[config.mk]
export PLATFORM = sky130hd
export DESIGN_NAME = calc1_flat
export DESIGN_NICKNAME = d
export VERILOG_FILES = /design/src/rtl/calc1_pkg.sv /design/src/rtl/calc1_if.sv /design/src/rtl/calc1_channel.sv /design/src/rtl/calc1.sv /design/src/flat_wrapper.sv
export SDC_FILE = /design/constraint.sdc
export NUM_CORES = 2
export LEC_CHECK = 0
export ABC_AREA = 1
export CAP_MARGIN = 20
export CELL_PAD_IN_SITES_DETAIL_PLACEMENT = 0
export CELL_PAD_IN_SITES_GLOBAL_PLACEMENT = 2
export CORE_ASPECT_RATIO = 1.75
export CORE_MARGIN = 2
export CORE_UTILIZATION = 28
export CTS_CLUSTER_SIZE = 28
export DETAILED_ROUTE_END_ITERATION = 8
export PLACE_DENSITY_LB_ADDON = 0.1
export SLEW_MARGIN = 15
export SYNTH_ARGS = -nofsm -noshare
export SYNTH_HDL_FRONTEND = slang
export SYNTH_SLANG_ARGS = --single-unit
[constraint.sdc]
create_clock -name c_clk -period 2.5 [get_ports c_clk]
set_input_delay 0.375 -clock c_clk [delete_from_list [all_inputs] [get_ports c_clk]]
set_output_delay 0.375 -clock c_clk [all_outputs]
set_load 0.02 [all_outputs]
[src/rtl/calc1_pkg.sv]
// Shared widths, command/response encodings and channel FSM states for calc1.
package calc1_pkg;

  localparam int unsigned NUM_CH  = 4;
  localparam int unsigned DATA_W  = 32;
  localparam int unsigned CMD_W   = 4;
  localparam int unsigned RESP_W  = 2;
  localparam int unsigned SHAMT_W = 5;

  localparam logic [CMD_W-1:0] CMD_NOP = 4'd0;
  localparam logic [CMD_W-1:0] CMD_ADD = 4'd1;
  localparam logic [CMD_W-1:0] CMD_SUB = 4'd2;
  localparam logic [CMD_W-1:0] CMD_SHL = 4'd5;
  localparam logic [CMD_W-1:0] CMD_SHR = 4'd6;

  localparam logic [RESP_W-1:0] RESP_NONE    = 2'd0;
  localparam logic [RESP_W-1:0] RESP_OK      = 2'd1;
  localparam logic [RESP_W-1:0] RESP_ERR     = 2'd2;
  localparam logic [RESP_W-1:0] RESP_INVALID = 2'd3;

  typedef enum logic [1:0] {
    ST_IDLE = 2'd0,
    ST_OP2  = 2'd1,
    ST_EXEC = 2'd2
  } state_e;

endpackage

[src/rtl/calc1_if.sv]
// Four request/response port pairs of calc1; master drives requests, slave returns responses.
interface calc1_if;
  import calc1_pkg::*;

  logic [CMD_W-1:0]  req1_cmd_in, req2_cmd_in, req3_cmd_in, req4_cmd_in;
  logic [DATA_W-1:0] req1_data_in, req2_data_in, req3_data_in, req4_data_in;
  logic [RESP_W-1:0] out_resp1, out_resp2, out_resp3, out_resp4;
  logic [DATA_W-1:0] out_data1, out_data2, out_data3, out_data4;

  modport master (
    output req1_cmd_in, req2_cmd_in, req3_cmd_in, req4_cmd_in,
    output req1_data_in, req2_data_in, req3_data_in, req4_data_in,
    input  out_resp1, out_resp2, out_resp3, out_resp4,
    input  out_data1, out_data2, out_data3, out_data4
  );

  modport slave (
    input  req1_cmd_in, req2_cmd_in, req3_cmd_in, req4_cmd_in,
    input  req1_data_in, req2_data_in, req3_data_in, req4_data_in,
    output out_resp1, out_resp2, out_resp3, out_resp4,
    output out_data1, out_data2, out_data3, out_data4
  );

endinterface

[src/rtl/calc1_channel.sv]
// One calculator channel: IDLE captures cmd/op1, OP2 captures op2, EXEC registers the result
// for a single cycle.
module calc1_channel
  import calc1_pkg::*;
(
  input  logic              c_clk,
  input  logic              reset,
  input  logic [CMD_W-1:0]  cmd_i,
  input  logic [DATA_W-1:0] data_i,
  output logic [RESP_W-1:0] resp_o,
  output logic [DATA_W-1:0] data_o
);

  state_e             state_q;
  logic [CMD_W-1:0]   cmd_q;
  logic [DATA_W-1:0]  op1_q;
  logic [DATA_W-1:0]  op2_q;
  logic [RESP_W-1:0]  resp_q;
  logic [DATA_W-1:0]  data_q;

  logic [RESP_W-1:0]  resp_d;
  logic [DATA_W-1:0]  data_d;
  logic [DATA_W:0]    sum_c;

  // ALU on the captured operands; errors and invalid commands return zero data
  always_comb begin
    resp_d = RESP_INVALID;
    data_d = '0;
    sum_c  = {1'b0, op1_q} + {1'b0, op2_q};
    case (cmd_q)
      CMD_ADD: begin
        if (sum_c[DATA_W]) begin
          resp_d = RESP_ERR;
        end else begin
          resp_d = RESP_OK;
          data_d = sum_c[DATA_W-1:0];
        end
      end
      CMD_SUB: begin
        if (op2_q > op1_q) begin
          resp_d = RESP_ERR;
        end else begin
          resp_d = RESP_OK;
          data_d = op1_q - op2_q;
        end
      end
      CMD_SHL: begin
        resp_d = RESP_OK;
        data_d = op1_q << op2_q[SHAMT_W-1:0];
      end
      CMD_SHR: begin
        resp_d = RESP_OK;
        data_d = op1_q >> op2_q[SHAMT_W-1:0];
      end
      default: begin
        resp_d = RESP_INVALID;
        data_d = '0;
      end
    endcase
  end

  // Outputs fall back to zero on every edge that is not leaving EXEC
  always_ff @(posedge c_clk) begin
    if (!reset) begin
      state_q <= ST_IDLE;
      cmd_q   <= CMD_NOP;
      op1_q   <= '0;
      op2_q   <= '0;
      resp_q  <= RESP_NONE;
      data_q  <= '0;
    end else begin
      resp_q <= RESP_NONE;
      data_q <= '0;
      case (state_q)
        ST_IDLE: begin
          if (cmd_i != CMD_NOP) begin
            cmd_q   <= cmd_i;
            op1_q   <= data_i;
            state_q <= ST_OP2;
          end
        end
        ST_OP2: begin
          op2_q   <= data_i;
          state_q <= ST_EXEC;
        end
        ST_EXEC: begin
          resp_q  <= resp_d;
          data_q  <= data_d;
          state_q <= ST_IDLE;
        end
        default: state_q <= ST_IDLE;
      endcase
    end
  end

  assign resp_o = resp_q;
  assign data_o = data_q;

endmodule

[src/rtl/calc1.sv]
// Four-channel 32-bit calculator: four independent calc1_channel instances, no shared state.
module calc1 (
  input  logic  c_clk,
  input  logic  reset,
  calc1_if.slave bus
);

  calc1_channel u_ch1 (
    .c_clk  (c_clk),
    .reset  (reset),
    .cmd_i  (bus.req1_cmd_in),
    .data_i (bus.req1_data_in),
    .resp_o (bus.out_resp1),
    .data_o (bus.out_data1)
  );

  calc1_channel u_ch2 (
    .c_clk  (c_clk),
    .reset  (reset),
    .cmd_i  (bus.req2_cmd_in),
    .data_i (bus.req2_data_in),
    .resp_o (bus.out_resp2),
    .data_o (bus.out_data2)
  );

  calc1_channel u_ch3 (
    .c_clk  (c_clk),
    .reset  (reset),
    .cmd_i  (bus.req3_cmd_in),
    .data_i (bus.req3_data_in),
    .resp_o (bus.out_resp3),
    .data_o (bus.out_data3)
  );

  calc1_channel u_ch4 (
    .c_clk  (c_clk),
    .reset  (reset),
    .cmd_i  (bus.req4_cmd_in),
    .data_i (bus.req4_data_in),
    .resp_o (bus.out_resp4),
    .data_o (bus.out_data4)
  );

endmodule

[src/flat_wrapper.sv]
// flat-port wrapper written by rule: the top's interface ports become plain ports
module calc1_flat 
  (c_clk, reset, bus_req1_cmd_in, bus_req2_cmd_in, bus_req3_cmd_in, bus_req4_cmd_in, bus_req1_data_in, bus_req2_data_in, bus_req3_data_in, bus_req4_data_in, bus_out_resp1, bus_out_resp2, bus_out_resp3, bus_out_resp4, bus_out_data1, bus_out_data2, bus_out_data3, bus_out_data4);
  calc1_if bus_i ();
  input  logic c_clk;
  input  logic reset;
  input wire logic [$bits(bus_i.req1_cmd_in)-1:0] bus_req1_cmd_in;
  input wire logic [$bits(bus_i.req2_cmd_in)-1:0] bus_req2_cmd_in;
  input wire logic [$bits(bus_i.req3_cmd_in)-1:0] bus_req3_cmd_in;
  input wire logic [$bits(bus_i.req4_cmd_in)-1:0] bus_req4_cmd_in;
  input wire logic [$bits(bus_i.req1_data_in)-1:0] bus_req1_data_in;
  input wire logic [$bits(bus_i.req2_data_in)-1:0] bus_req2_data_in;
  input wire logic [$bits(bus_i.req3_data_in)-1:0] bus_req3_data_in;
  input wire logic [$bits(bus_i.req4_data_in)-1:0] bus_req4_data_in;
  output wire logic [$bits(bus_i.out_resp1)-1:0] bus_out_resp1;
  output wire logic [$bits(bus_i.out_resp2)-1:0] bus_out_resp2;
  output wire logic [$bits(bus_i.out_resp3)-1:0] bus_out_resp3;
  output wire logic [$bits(bus_i.out_resp4)-1:0] bus_out_resp4;
  output wire logic [$bits(bus_i.out_data1)-1:0] bus_out_data1;
  output wire logic [$bits(bus_i.out_data2)-1:0] bus_out_data2;
  output wire logic [$bits(bus_i.out_data3)-1:0] bus_out_data3;
  output wire logic [$bits(bus_i.out_data4)-1:0] bus_out_data4;
  assign bus_i.req1_cmd_in = bus_req1_cmd_in;
  assign bus_i.req2_cmd_in = bus_req2_cmd_in;
  assign bus_i.req3_cmd_in = bus_req3_cmd_in;
  assign bus_i.req4_cmd_in = bus_req4_cmd_in;
  assign bus_i.req1_data_in = bus_req1_data_in;
  assign bus_i.req2_data_in = bus_req2_data_in;
  assign bus_i.req3_data_in = bus_req3_data_in;
  assign bus_i.req4_data_in = bus_req4_data_in;
  assign bus_out_resp1 = bus_i.out_resp1;
  assign bus_out_resp2 = bus_i.out_resp2;
  assign bus_out_resp3 = bus_i.out_resp3;
  assign bus_out_resp4 = bus_i.out_resp4;
  assign bus_out_data1 = bus_i.out_data1;
  assign bus_out_data2 = bus_i.out_data2;
  assign bus_out_data3 = bus_i.out_data3;
  assign bus_out_data4 = bus_i.out_data4;
  calc1 u_core (.c_clk(c_clk), .reset(reset), .bus(bus_i));
endmodule
==> out/qor.yml <==
synthesis.area_um2: 48400
io_buffer_count: 281
finalNonFillerCells: 12200
worstMarginPinSlew_ns: 0.856
crit_cells: 17
timing.fmax_mhz: 405
nNetsFinal: 10400
period_needed_ns: 2.47
drt_iter0_drc: 3789
syn_nets: 9534
dieHeight_um: 554
critPathTopFamily: "simple AND/OR/NAND/NOR gates"
vias: 60900
wl_per_cell_um: 22.8
drive_above_1_share_pct: 15.3
grt-ovfl-total: 0
grt_setup_unrepaired: "yes"
powerDensity_nw_per_um2: 606
post-route-cell-area_um2: 63700
drc: 0
start_util_pct: 28.2
antenna_found_initial: 12
holdWs_ns: 0.0600
setup-violations-final: 0
htreeDepth: 2
gp_congestion: 0.976
grt_pass1_vias: 60800
die_area_um2: 176000
dp_hpwl_um: 230000
fp.dieW_um: 318
cts_buffers: 55
required_ns: 3.13
power.leakage_nw: 33.4
ys_async_sr_fraction_pct: 0
reg2reg_depth: 17
start_kind: "flop"
vias_per_cell: 4.97
cp_cell_sequence: "inv_4 -> ha_4 -> fa_2 -> inv_2 -> nand2_2 -> nand2_2 -> nand3_2 -> nand2_2 -> nand2_2 -> nand2_2 -> nand2_4 -> a21oi_4 -> clkbuf_16 -> nand2_4 -> nand2_2 -> nor2_1 -> nor2_1"
slew_viol_final: 0
grt_max_degree: 78
clock_latency_ns: 0.71
cap_violations: 0
place_area_um2: 59500
yosysTopAreaCellShare_pct: 22.1
crit_buf_inv: 3
relSlewSlack_pct: 43.0
slowest_stage: "dfxtp_4"
pre_cts_ws_ns: -0.277
ios: 282
final_hold_viol_count: 0
clk_path_buf_depth: 3
hp-class: "primary input to flop"
synthCells: 9116
worst_slack_ns: 0.0303
globalRouteTotalUtil_pct: 30.4
synth_top_area_cell: "nand2_1"
crit_end: "u_core.u_ch4.data_o[1]"
ys_top_cells_by_area: "nand2_1, dfxtp_1, nand3_1, inv_1, nor2_1"
core_area_um2: 172000
cts_tree: "built"
antenna_left: 0
crit_start: "u_core.u_ch4.op1_q[0]"
cpMostUsedCell: "nand2_2"
synth_most_common_cell: "nand2_1"
skew_ns: 0.0207
yosys_warnings: 0
cts-root-buf: "clkbuf_16"
fillers: 19800
dr.pass1.iters: 8
synthTopCellsByCount: "nand2_1, inv_1, nand3_1"
clkSinkCount: 416
arrival_ns: 3.10
dp.cells: 12100
grt_first_pass_wirelength_um: 398000
yosysUniqueCellTypes: 49
r2r-end: "u_core.u_ch4.data_o[1]"
reg2reg_slack_ns: 0.03
worstPathMaxFanout: 7
period_share_pct: 98.8
crit_path_end_kind: "flop"
routed_wl_um: 279000
slowest_delay_ns: 0.39
critical_path_class: "flop to flop"
peakVddDrop_mv: 0.526
status: "completed"
synthToLayoutAreaGrowth_pct: 31.6
reg2reg_from: "u_core.u_ch4.op1_q[0]"
synthFlopType: "dfxtp_1"
synth_edf_count: 0
num_rows: 201
cts.clk_slew.worst_paths_ns: 0.07
synth.yosys.seq_area_share_pct: 17.2
syn_avg_cell_area_um2: 5.31
ys_ff_latch: 416
-- layout by cell type (no fill, tap or decap), drive strengths merged, types with 4 or more instances in the layout --
cell type | netlist | routed
clkbuf | 207 | 73
o21ai | 387 | 387
and2 | 30 | 30
nor3 | 58 | 58
nor4 | 11 | 11
buf | 252 | 959
inv | 1280 | 1290
clkdlybuf4s50 | 0 | 280
a31oi | 5 | 5
o211ai | 67 | 67
bufinv | 0 | 4
a21boi | 21 | 21
xnor2 | 8 | 8
and3 | 10 | 10
nand2 | 2875 | 2875
nor2 | 1178 | 1178
diode | 0 | 4
ha | 264 | 264
dfxtp | 416 | 416
nand3 | 1237 | 1237
a21o | 7 | 7
clkinv | 7 | 21
nand4 | 112 | 112
o21a | 23 | 23
o21bai | 39 | 39
xor2 | 80 | 80
clkinvlp | 0 | 9
or2 | 13 | 13
nand3b | 8 | 8
fa | 8 | 8
a21oi | 509 | 509
-- worst register-to-register path, stage by stage, from the launching register on --
cell       delay [ns]
dfxtp_4          0.39
inv_4            0.05
ha_4             0.15
fa_2             0.39
inv_2            0.08
nand2_2          0.06
nand2_2          0.08
nand3_2          0.08
nand2_2          0.10
nand2_2          0.06
nand2_2          0.09
nand2_4          0.07
a21oi_4          0.29
clkbuf_16        0.25
nand2_4          0.05
nand2_2          0.05
nor2_1           0.04
nor2_1           0.13
-- power breakdown --
group	switching, mW	internal (mW)	total (mW)
logic	14.4	8.00	22.4
registers	0.445	7.16	7.60
clock network	3.91	4.66	8.57
total	18.8	19.8	38.6
-- per-stage QoR --
| stage | utilization [%] | TNS, ns | power, mW |
|---|---|---|---|
| after floorplan | - | 0 | 19.4 |
| after global placement | 34.7 | -12.35 | 28.8 |
| after detailed placement | 34.7 | -13.53 | 28.8 |
| after CTS | 36.1 | -0.0698 | 37.9 |
| after global routing | 37.1 | -0.727 | 41.1 |
| final | 37.1 | 0 | 38.6 |
-- routing by layer --
metal / wire (um) / up-vias / GRT usage, % / share of wire [%]
met2: 144000 / 1652 / 57.7 / 52
met1: 103000 / 28200 / 31.4 / 37
li1: - / 30400 / - / -
met4: 22700 / 2 / 20.3 / 8.1
met5: 13 / - / 0 / 0.0047
met3: 9740 / 605 / 2.73 / 3.5
-- cells by family (layout without fill, tap and decap cells) --
kind of cell	after synthesis	in the layout	synth area share, %
other	0	4	0
xor gates and xnor gates	88	88	1.59
AOI/OAI and AO/OA	1060	1060	11.9
buffers and inverters	1746	2636	14.5
and+or+nand+nor	5533	5533	47.6
muxes	1	1	0.0207
DFF	416	416	17.2
adders and majority gates	272	272	7.16
-- sequential cells by signal, indices dropped and copies added, names as in the netlist, 4 cells and up --
signal and cells:
u_core.u_ch4.cmd_q 4, u_core.u_ch1.cmd_q 4, u_core.u_ch3.data_o 32, u_core.u_ch3.op2_q 32, u_core.u_ch3.cmd_q 4, u_core.u_ch4.op1_q 32
u_core.u_ch2.cmd_q 4, u_core.u_ch3.op1_q 32, u_core.u_ch2.data_o 32, u_core.u_ch1.data_o 32, u_core.u_ch1.op2_q 32, u_core.u_ch4.data_o 32
u_core.u_ch2.op2_q 32, u_core.u_ch2.op1_q 32, u_core.u_ch1.op1_q 32, u_core.u_ch4.op2_q 32
-- worst min path at each step --
stage                     slack (ns)                     to  depth (start not counted)             startpoint
after floorplan                 0.45  u_core.u_ch2.cmd_q[0]                          2  u_core.u_ch2.cmd_q[0]
after global placement          0.46  u_core.u_ch2.cmd_q[0]                          2  u_core.u_ch2.cmd_q[0]
after detailed placement        0.46  u_core.u_ch2.cmd_q[0]                          2  u_core.u_ch2.cmd_q[0]
after CTS                      0.009  u_core.u_ch2.op1_q[7]                          3                  reset
after global routing            0.06  u_core.u_ch2.op1_q[9]                          3                  reset
final                           0.06  u_core.u_ch2.op1_q[7]                          3                  reset
-- cell type report --
class                           count  area [um2]  area share, %
Clock buffer                       64        1470           2.31
Timing Repair Buffer             1248       11000           17.3
Sequential cell                   416        8370           13.2
Tap cell                         2233        2790           4.39
Multi-Input combinational cell   6954       34800           54.6
Clock inverter                     37         362          0.568
Antenna cell                        4        10.0         0.0157
Inverter                         1287        4860           7.63
-- what timing repair did --
action / 4_1_cts / 5_1_grt
cloned: 3 / 7
hold buffers: 0 / 0
endpoints found under the setup margin: 131 / 136
buffers inserted: 10 / 22
resized for setup: 104 / 349
pin swaps: 15 / 45
(Power assumes the default switching activity.)
